[src/rtl/music_pkg.sv]
// Shared defaults and FSM encoding for the note scheduling blocks.
package music_pkg;

  localparam int unsigned NOTE_W  = 6;
  localparam int unsigned DUR_W   = 6;
  localparam int unsigned BEAT_HZ = 48;

  typedef enum logic [0:0] {
    StIdle = 1'b0,
    StWait = 1'b1
  } sched_state_e;

endpackage

[src/rtl/voice_select.sv]
// Combinational voice picker: lowest-index free voice, otherwise steal the voice with the
// smallest remaining count (lowest index on tie).
module voice_select #(
  parameter int unsigned NUM_VOICES = 4,
  parameter int unsigned DUR_W      = music_pkg::DUR_W
) (
  input  logic [NUM_VOICES*DUR_W-1:0] counts_i,
  output logic [NUM_VOICES-1:0]       pick_o,
  output logic                        steal_o
);

  localparam int unsigned IdxW = (NUM_VOICES > 1) ? $clog2(NUM_VOICES) : 1;

  logic [IdxW-1:0]  min_idx;
  logic [DUR_W-1:0] min_val;
  logic [DUR_W-1:0] cnt;

  // A strict-less-than scan finds the lowest-index minimum; when that minimum is zero it is
  // exactly the lowest-index free voice, so one scan covers both policies.
  always_comb begin
    min_idx = '0;
    min_val = counts_i[DUR_W-1:0];
    cnt     = '0;
    for (int i = 1; i < NUM_VOICES; i++) begin
      cnt = counts_i[i*DUR_W +: DUR_W];
      if (cnt < min_val) begin
        min_val = cnt;
        min_idx = IdxW'(i);
      end
    end
    pick_o          = '0;
    pick_o[min_idx] = 1'b1;
    steal_o         = (min_val != '0);
  end

endmodule

[src/rtl/voice_scheduler.sv]
// Accepts notes from the song reader, assigns them to voices, counts durations on the beat and
// holds off new notes while an advance note plays.
module voice_scheduler #(
  parameter int unsigned NUM_VOICES = 4,
  parameter int unsigned NOTE_W     = music_pkg::NOTE_W,
  parameter int unsigned DUR_W      = music_pkg::DUR_W
) (
  input  logic                  clk_i,
  input  logic                  reset_ni,
  input  logic                  play_enable_i,
  input  logic                  beat_i,
  input  logic                  req_valid_i,
  output logic                  req_ready_o,
  input  logic [NOTE_W-1:0]     req_note_i,
  input  logic [DUR_W-1:0]      req_duration_i,
  input  logic                  req_advance_i,
  output logic [NUM_VOICES-1:0] load_new_note_o,
  output logic [NOTE_W-1:0]     load_note_o,
  output logic [NUM_VOICES-1:0] voice_busy_o,
  output logic                  step_done_o,
  output logic                  stolen_o
);

  import music_pkg::*;

  sched_state_e          state_q, state_d;
  logic [DUR_W-1:0]      count_q [NUM_VOICES];
  logic [DUR_W-1:0]      count_d [NUM_VOICES];
  logic [DUR_W-1:0]      adv_count_q, adv_count_d;
  logic [NUM_VOICES-1:0] load_q, load_d;
  logic [NOTE_W-1:0]     load_note_q, load_note_d;
  logic                  step_done_q, step_done_d;
  logic                  stolen_q, stolen_d;

  logic [NUM_VOICES*DUR_W-1:0] counts_flat;
  logic [NUM_VOICES-1:0]       pick;
  logic                        steal;
  logic                        accept;
  logic                        do_load;
  logic                        beat_tick;

  // Ready is gated by reset so nothing looks acceptable while the block is held in reset.
  assign req_ready_o = (state_q == StIdle) && play_enable_i && reset_ni;
  assign accept      = req_valid_i && req_ready_o;
  assign do_load     = accept && (req_duration_i != '0);
  assign beat_tick   = play_enable_i && beat_i;

  always_comb begin
    counts_flat  = '0;
    voice_busy_o = '0;
    for (int i = 0; i < NUM_VOICES; i++) begin
      counts_flat[i*DUR_W +: DUR_W] = count_q[i];
      voice_busy_o[i]               = (count_q[i] != '0);
    end
  end

  voice_select #(
    .NUM_VOICES(NUM_VOICES),
    .DUR_W     (DUR_W)
  ) u_voice_select (
    .counts_i(counts_flat),
    .pick_o  (pick),
    .steal_o (steal)
  );

  always_comb begin
    state_d     = state_q;
    adv_count_d = adv_count_q;
    load_d      = '0;
    load_note_d = load_note_q;
    step_done_d = 1'b0;
    stolen_d    = 1'b0;
    for (int i = 0; i < NUM_VOICES; i++) begin
      count_d[i] = count_q[i];
      if (beat_tick && (count_q[i] != '0)) begin
        count_d[i] = count_q[i] - DUR_W'(1);
      end
      // A fresh load overrides the same-cycle decrement for that voice only.
      if (do_load && pick[i]) begin
        count_d[i] = req_duration_i;
      end
    end

    if (do_load) begin
      load_d      = pick;
      load_note_d = req_note_i;
      stolen_d    = steal;
    end

    case (state_q)
      StIdle: begin
        if (accept && req_advance_i) begin
          if (req_duration_i != '0) begin
            state_d     = StWait;
            adv_count_d = req_duration_i;
          end else begin
            step_done_d = 1'b1;
          end
        end
      end
      StWait: begin
        if (beat_tick && (adv_count_q != '0)) begin
          adv_count_d = adv_count_q - DUR_W'(1);
          if (adv_count_q == DUR_W'(1)) begin
            state_d     = StIdle;
            step_done_d = 1'b1;
          end
        end
      end
      default: state_d = StIdle;
    endcase
  end

  always_ff @(posedge clk_i or negedge reset_ni) begin
    if (!reset_ni) begin
      state_q     <= StIdle;
      adv_count_q <= '0;
      load_q      <= '0;
      load_note_q <= '0;
      step_done_q <= 1'b0;
      stolen_q    <= 1'b0;
      for (int i = 0; i < NUM_VOICES; i++) begin
        count_q[i] <= '0;
      end
    end else begin
      state_q     <= state_d;
      adv_count_q <= adv_count_d;
      load_q      <= load_d;
      load_note_q <= load_note_d;
      step_done_q <= step_done_d;
      stolen_q    <= stolen_d;
      for (int i = 0; i < NUM_VOICES; i++) begin
        count_q[i] <= count_d[i];
      end
    end
  end

  assign load_new_note_o = load_q;
  assign load_note_o     = load_note_q;
  assign step_done_o     = step_done_q;
  assign stolen_o        = stolen_q;

endmodule

[config.mk]
export PLATFORM = sky130hd
export DESIGN_NAME = voice_scheduler
export DESIGN_NICKNAME = d
export VERILOG_FILES = /design/src/rtl/music_pkg.sv /design/src/rtl/voice_select.sv /design/src/rtl/voice_scheduler.sv
export SDC_FILE = /design/constraint.sdc
export NUM_CORES = 1
export LEC_CHECK = 0
export ABC_AREA = 1
export BUFFER_PORTS_ARGS = -buffer_cell sky130_fd_sc_hd__buf_2
export CAP_MARGIN = 5
export CORE_ASPECT_RATIO = 2
export CORE_MARGIN = 2
export CORE_UTILIZATION = 30
export CTS_CLUSTER_DIAMETER = 30
export DETAILED_ROUTE_END_ITERATION = 12
export SLEW_MARGIN = 20
export SYNTH_ARGS = -nofsm -noshare
export SYNTH_HDL_FRONTEND = slang
export SYNTH_SLANG_ARGS = --single-unit
[constraint.sdc]
create_clock -name clk_i -period 5.25 [get_ports clk_i]
set_input_delay 0.525 -clock clk_i [delete_from_list [all_inputs] [get_ports clk_i]]
set_output_delay 0.525 -clock clk_i [all_outputs]
set_load 0.03 [all_outputs]
## After elaboration in Yosys (flattened, before gate mapping)

Cells that the tools add are included.

- Flip-flop bits (word level): 43
- Bits of input ports: 18
- Output and inout port bits: 17
- Logic and storage cells: 85

- $add $sub $neg: 5
- Order comparisons: 5
- Equal/unequal tests: 4
- Muxes and demuxes: 32
- Bitwise operators: 1
- Reduce and logical (&&, ||, !) cells: 28

Operator list:

| cell | number |
|---|---|
| $mux W6 | 14 |
| $reduce_bool A6 Y1 | 7 |
| $sub A6 B1 Y6 const B | 5 |
| $lt A6 B6 Y1 | 3 |
| $logic_and A1 B1 Y1 | 16 |
| $pmux W6 S2 | 1 |
| $mux W1 | 11 |
| $reduce_bool A2 Y1 | 4 |
| $eq A6 B1 Y1 const B | 1 |
| $ne A2 B1 Y1 const B | 3 |
| $mux W2 | 2 |
| $mux W4 | 1 |
| $pmux W1 S2 | 2 |
| $lt A2 B3 Y1 const B | 1 |
| $reduce_and A3 Y1 | 1 |
| $demux W1 S2 | 1 |
| $ge A2 B1 Y1 const B | 1 |
| $not A1 Y1 | 1 |

## Longest topological paths before layout

- Depth after elaboration: 12
- Mapped depth: 27

## Hierarchy

Synthesis repeated with hierarchy kept, for this count alone.

- Cell total of the unflattened synthesis: 486
- Area, all modules: 3359.5 sq um

By module, submodules not included:

| module | times used | cells each | area an instance (sq um) |
|---|---|---|---|
| voice_scheduler | 1 | 358 | 2657.5 |
| voice_select | 1 | 128 | 701.9 |

## Least setup slack after synthesis

Ideal clock, no wire load.

- Path type: flip-flop to flip-flop
- From: reg count_q[17] in the netlist's numbering
- To: reg count_q[1] in the netlist's numbering
- Setup time: 0.120 ns
- Arrival: 4.147 ns
- Data required time: 5.130 ns
- Slack: 0.984 ns
- Stages on the path, launching flop included: 25
- Buffers on the path: 2
- Period minus slack after synthesis: 4.266 ns
- Cell sequence: dfrtp_1 -> ha_1 -> nand2_1 -> inv_2 -> a21oi_4 -> nand2_4 -> buf_2 -> nand2_1 -> o21ai_0 -> ha_1 -> a21oi_1 -> nor2_1 -> a211oi_1 -> nand2_2 -> buf_2 -> o21ai_0 -> ha_1 -> a21oi_1 -> nor2_1 -> a211oi_1 -> nand3_2 -> inv_2 -> nand2_1 -> o21ai_0 -> inv_1

- Cells in the longest elaborated chain, start to end: 12

RTL lines:

| what | line | RTL |
|---|---|---|
| start, declared | voice_scheduler.sv:27 | `logic [DUR_W-1:0] count_q [NUM_VOICES];` |
| start signal, assigned by index | voice_scheduler.sv:133 | `count_q[i] <= count_d[i];` |
| $lt A6 B6 Y1 | voice_select.sv:26 | `if (cnt < min_val) begin` |
| $mux W6 | voice_select.sv:26 |  |
| $lt A6 B6 Y1 | voice_select.sv:26 |  |
| $mux W6 | voice_select.sv:26 |  |
| $lt A6 B6 Y1 | voice_select.sv:26 |  |
| $mux W2 (*) | voice_select.sv:26 |  |
| $lt A2 B3 Y1 (not written as such) / $ge A2 B1 Y1 (equally long branches) | voice_select.sv:32 | `pick_o[min_idx] = 1'b1;` |
| $logic_and A1 B1 Y1 (not written as such) | voice_select.sv:32 |  |
| $mux W1 (not written as such) | voice_select.sv:32 |  |
| $demux W1 S2 (*) | -- |  |
| $logic_and A1 B1 Y1 (*) | voice_scheduler.sv:79 | `if (do_load && pick[i]) begin` |
| $mux W6 / $reduce_bool A2 Y1 (equally long branches) | -- |  |

Every way passes the cells marked *; elsewhere a longest branch is shown, timed or not.
A chain may end at the register's enable or synchronous reset.

## Final worst setup path

- From: reg count_q[21] in the netlist's numbering
- To: reg count_q[14] in the netlist's numbering

The elaborated chain is that of the path after synthesis.

==> metrics.log <==
INFO  metric route.final.wire_length = 8420 um
INFO  metric crit_start_category = flop
INFO  metric drv_slew = 0
INFO  metric final_period_minus_worst_setup_slack = 4.53 ns
INFO  metric yosys_warnings = 0
INFO  metric overflow = 0
INFO  metric area_growth = 15.0%
INFO  metric io-pin-count = 35
INFO  metric yosys.area_share.adder = 9.65%
INFO  metric die_width = 76.0 um
INFO  metric routed-via-count = 2866
INFO  metric post-place-cells = 590
INFO  metric criticalPathCategory = reg2reg
INFO  metric clock_tree.buffer_depth = 2
INFO  metric async_reset_ff_share = 100%
INFO  metric maxcap_viol_count = 0
INFO  metric postSynthRegisterBits = 43
INFO  metric synth-xor-area-share = 5.07%
INFO  metric combinational_family_with_the_most_area_after_synthesis = simple AND/OR/NAND/NOR gates
INFO  metric groute.layer.met1.usage = 13.7%
INFO  metric ant_nets = 0
INFO  metric max_freq = 0.221 GHz
INFO  metric io_buf_count = 34
INFO  metric route.detailed.vias_per_inst = 4.79
INFO  metric cts_repair_resize_count = 0
INFO  metric antenna_found_initial = 0
INFO  metric start_util = 30.9%
INFO  metric cts.repair_timing.setup_buffer_count = 0
INFO  metric layout-drive-gt1-share = 13.8%
INFO  metric core = 10100 um^2
INFO  metric synth_fp_nets = 470
INFO  metric avgSynthCellArea = 7.27 um^2
INFO  metric dr.first_iter.drc_count = 189
INFO  metric grt_start_max_net_pins = 45
INFO  metric final.period_utilization = 86.3%
INFO  metric cts_made_buffers = 5
INFO  metric critical-path-slowest-cell = dfrtp_1
INFO  metric synth_cell_types = 34
INFO  metric clockRootBuffer = clkbuf_16
INFO  metric hold_buffers = 0
INFO  metric tritoncts = yes
INFO  metric max_slew.worst_pin.slew = 0.676 ns
INFO  metric row_count = 52
INFO  metric grt_usage = 15.7%
INFO  metric cp_max_fo = 19
INFO  metric floorplan.die_area = 11300 um^2
INFO  metric first_pass_iters = 5
INFO  metric final_design_area_no_fill = 3580 um^2
INFO  metric timing.max_slew.rel_slack = 54.9%
INFO  metric htree_num_levels = 2
INFO  metric num-nets-final = 504
INFO  metric crit_chain = inv_1, ha_1, nand2_1, nand2_1, a21oi_4, nand2_4, o21ai_0, ha_1, a21oi_1, nor2_1, a211oi_1, nand2_2, o21ai_0, ha_1, a21oi_1, nor2_1, a211oi_2, nand2_4, nand3_2, nand2_1, nand2_1, nand2_1
INFO  metric status = finished clean
INFO  metric dp_hpwl = 6510 um
INFO  metric die_height = 148 um
INFO  metric grt_use_met3 = 2.20%
INFO  metric cp_num_buf_inv = 1
INFO  metric worstSkewPairLatency = 0.30 ns
INFO  metric first_global_vias = 2941
INFO  metric wire_per_inst = 14.1 um
INFO  metric path_depth = 22
INFO  metric share_of_synthesized_area_occupied_by_flip_flops_and_latches = 34.6%
INFO  metric worst_path_dominant_cell_family = compound AO/OA/AOI/OAI gates
INFO  metric grt_use_met2 = 31.2%
INFO  metric timing.critical_path.mode_cell = nand2_1
INFO  metric wire_length_of_the_first_global_routing_pass = 13800 um
INFO  metric synth-compound-area-share = 9.13%
INFO  metric post_synth_edffs = 0
INFO  metric post_synth_and_or_nand_nor_area_fraction = 33.2%
INFO  metric stdcell_count = 598
INFO  metric synthMuxAreaShare = 0%
INFO  metric post-route-drc-count = 0
INFO  metric arrival = 4.72 ns
INFO  metric synth.cell_area = 3110 um^2
INFO  metric worst_setup_path_end_kind = flop
INFO  metric timing.critical_path.required = 5.44 ns
INFO  metric cts.sinks = 43
INFO  metric timing.critical_path.slowest_cell_delay = 0.41 ns
INFO  metric postLayoutSetupSlackWorst = 0.721 ns
INFO  metric clk_pin_slew_worst_paths = 0.06 ns
INFO  metric postSynth.topFlopCell = dfrtp_1
INFO  metric timing.hold.worst.class = in2async
INFO  metric antennaDiodeCount = 0
INFO  metric grt_setup_unrepaired = no
INFO  metric clock-skew-final = 0.0136 ns
INFO  metric setup_tns_final = 0 ns
INFO  metric grt_peak_use_layer = met2
INFO  metric reg2regPathDepth = 22
INFO  metric final-hold-violation-count = 0
INFO  metric post-place-ws = 0.525 ns
INFO  metric setup-violations-final = 0
INFO  metric placedInstanceArea = 3400 um^2
INFO  metric syn_inst = 428
INFO  metric finalWeightedCongestion = 0.861
-- kinds of logic (layout without fill, tap and decap cells) --
group / after synthesis / in the layout
XOR/XNOR: 18 / 18
AND/OR/NAND/NOR: 232 / 232
flip-flops: 43 / 43
buffers and inverters: 62 / 97
adder cells (fa/ha/maj): 24 / 24
AO/OA/AOI/OAI: 49 / 49
-- synthesized netlist by cell type, types with 3 or more instances --
master    count  area, um^2
xnor2_1       6        52.6
inv_1        49         184
nand2_2       5        31.3
a21oi_1       8        40.0
clkbuf_1      3        11.3
buf_6         3        33.8
dfrtp_1      43        1080
nor4_1        4        25.0
nor2_1       24        90.1
xor2_1       12         105
nand4_1      16         100
inv_2         3        11.3
ha_1         24         300
o211ai_1      3        22.5
o21ai_1       3        15.0
nand2_4       3        33.8
nand2_1     137         514
nand3_1      33         165
a211oi_1      3        22.5
nand3_2       3        30.0
o21ai_0      27         135
-- layout by cell type, fill, tap and decap left out, types with 2 or more instances in the layout --
master     netlist  final
nand2_1        137    137
inv_1           49     49
dfrtp_1         43     43
buf_2            2     34
nand3_1         33     33
o21ai_0         27     27
nor2_1          24     24
ha_1            24     24
nand4_1         16     16
xor2_1          12     12
a21oi_1          8      8
xnor2_1          6      6
nand2_2          5      5
clkbuf_16        0      5
nor4_1           4      4
inv_2            3      3
nand2_4          3      3
o21ai_1          3      3
nand3_2          3      3
o211ai_1         3      3
a211oi_1         3      2
or2_2            2      2
nor3_1           2      2
buf_4            1      2
-- through the flow --
step | hold slack [ns] | util, %
final | 0.314 | 35.5
after global routing | 0.368 | 35.5
after CTS | 0.340 | 35.4
after detailed placement | 0.454 | 33.7
after global placement | 0.450 | 33.7
after floorplan | 0.229 | -
-- sequential cells by signal, summed over array words and instances (netlist names) --
| signal | count |
|---|---|
| step_done_o | 1 |
| load_note_o | 6 |
| count_q | 24 |
| load_new_note_o | 4 |
| stolen_o | 1 |
| state_q | 1 |
| adv_count_q | 6 |
-- metal layers --
| metal | share of wire (%) | wire length (um) | vias up |
|---|---|---|---|
| met4 | 5.8 | 487 | 0 |
| met1 | 33 | 2810 | 1310 |
| met2 | 58 | 4850 | 67 |
| met5 | 0 | 0 | - |
| met3 | 3.2 | 266 | 29 |
| li1 | - | - | 1460 |
-- path summary, 6_finish.rpt --
kind	from	endpoint	slack (ns)
min in group clk_i	req_note_i[0]	load_note_o[0]$_DFFE_PN0P_	0.43
setup reg to reg	count_q[21]$_DFFE_PN0P_	count_q[14]$_DFFE_PN0P_	0.72
hold reg to reg	load_note_o[5]$_DFFE_PN0P_	load_note_o[5]$_DFFE_PN0P_	0.46
setup / recovery	count_q[21]$_DFFE_PN0P_	count_q[14]$_DFFE_PN0P_	0.72
hold / removal	reset_ni	state_q$_DFF_PN0_	0.31
max in group asynchronous	reset_ni	load_note_o[1]$_DFFE_PN0P_	4.53
-- cell type report --
cell class / count / area (um^2)
flip-flops and latches: 43 / 1080
clock buffers: 5 / 125
fillers: 1066 / 6500
well taps: 135 / 169
multi-input cells: 323 / 1780
clock inverters: 3 / 46.3
repair buffers: 36 / 185
inverters: 53 / 199
Power is left out: the tool's default activity adds up to more than one toggle a clock period on the data nets, which glitch-free logic cannot reach.
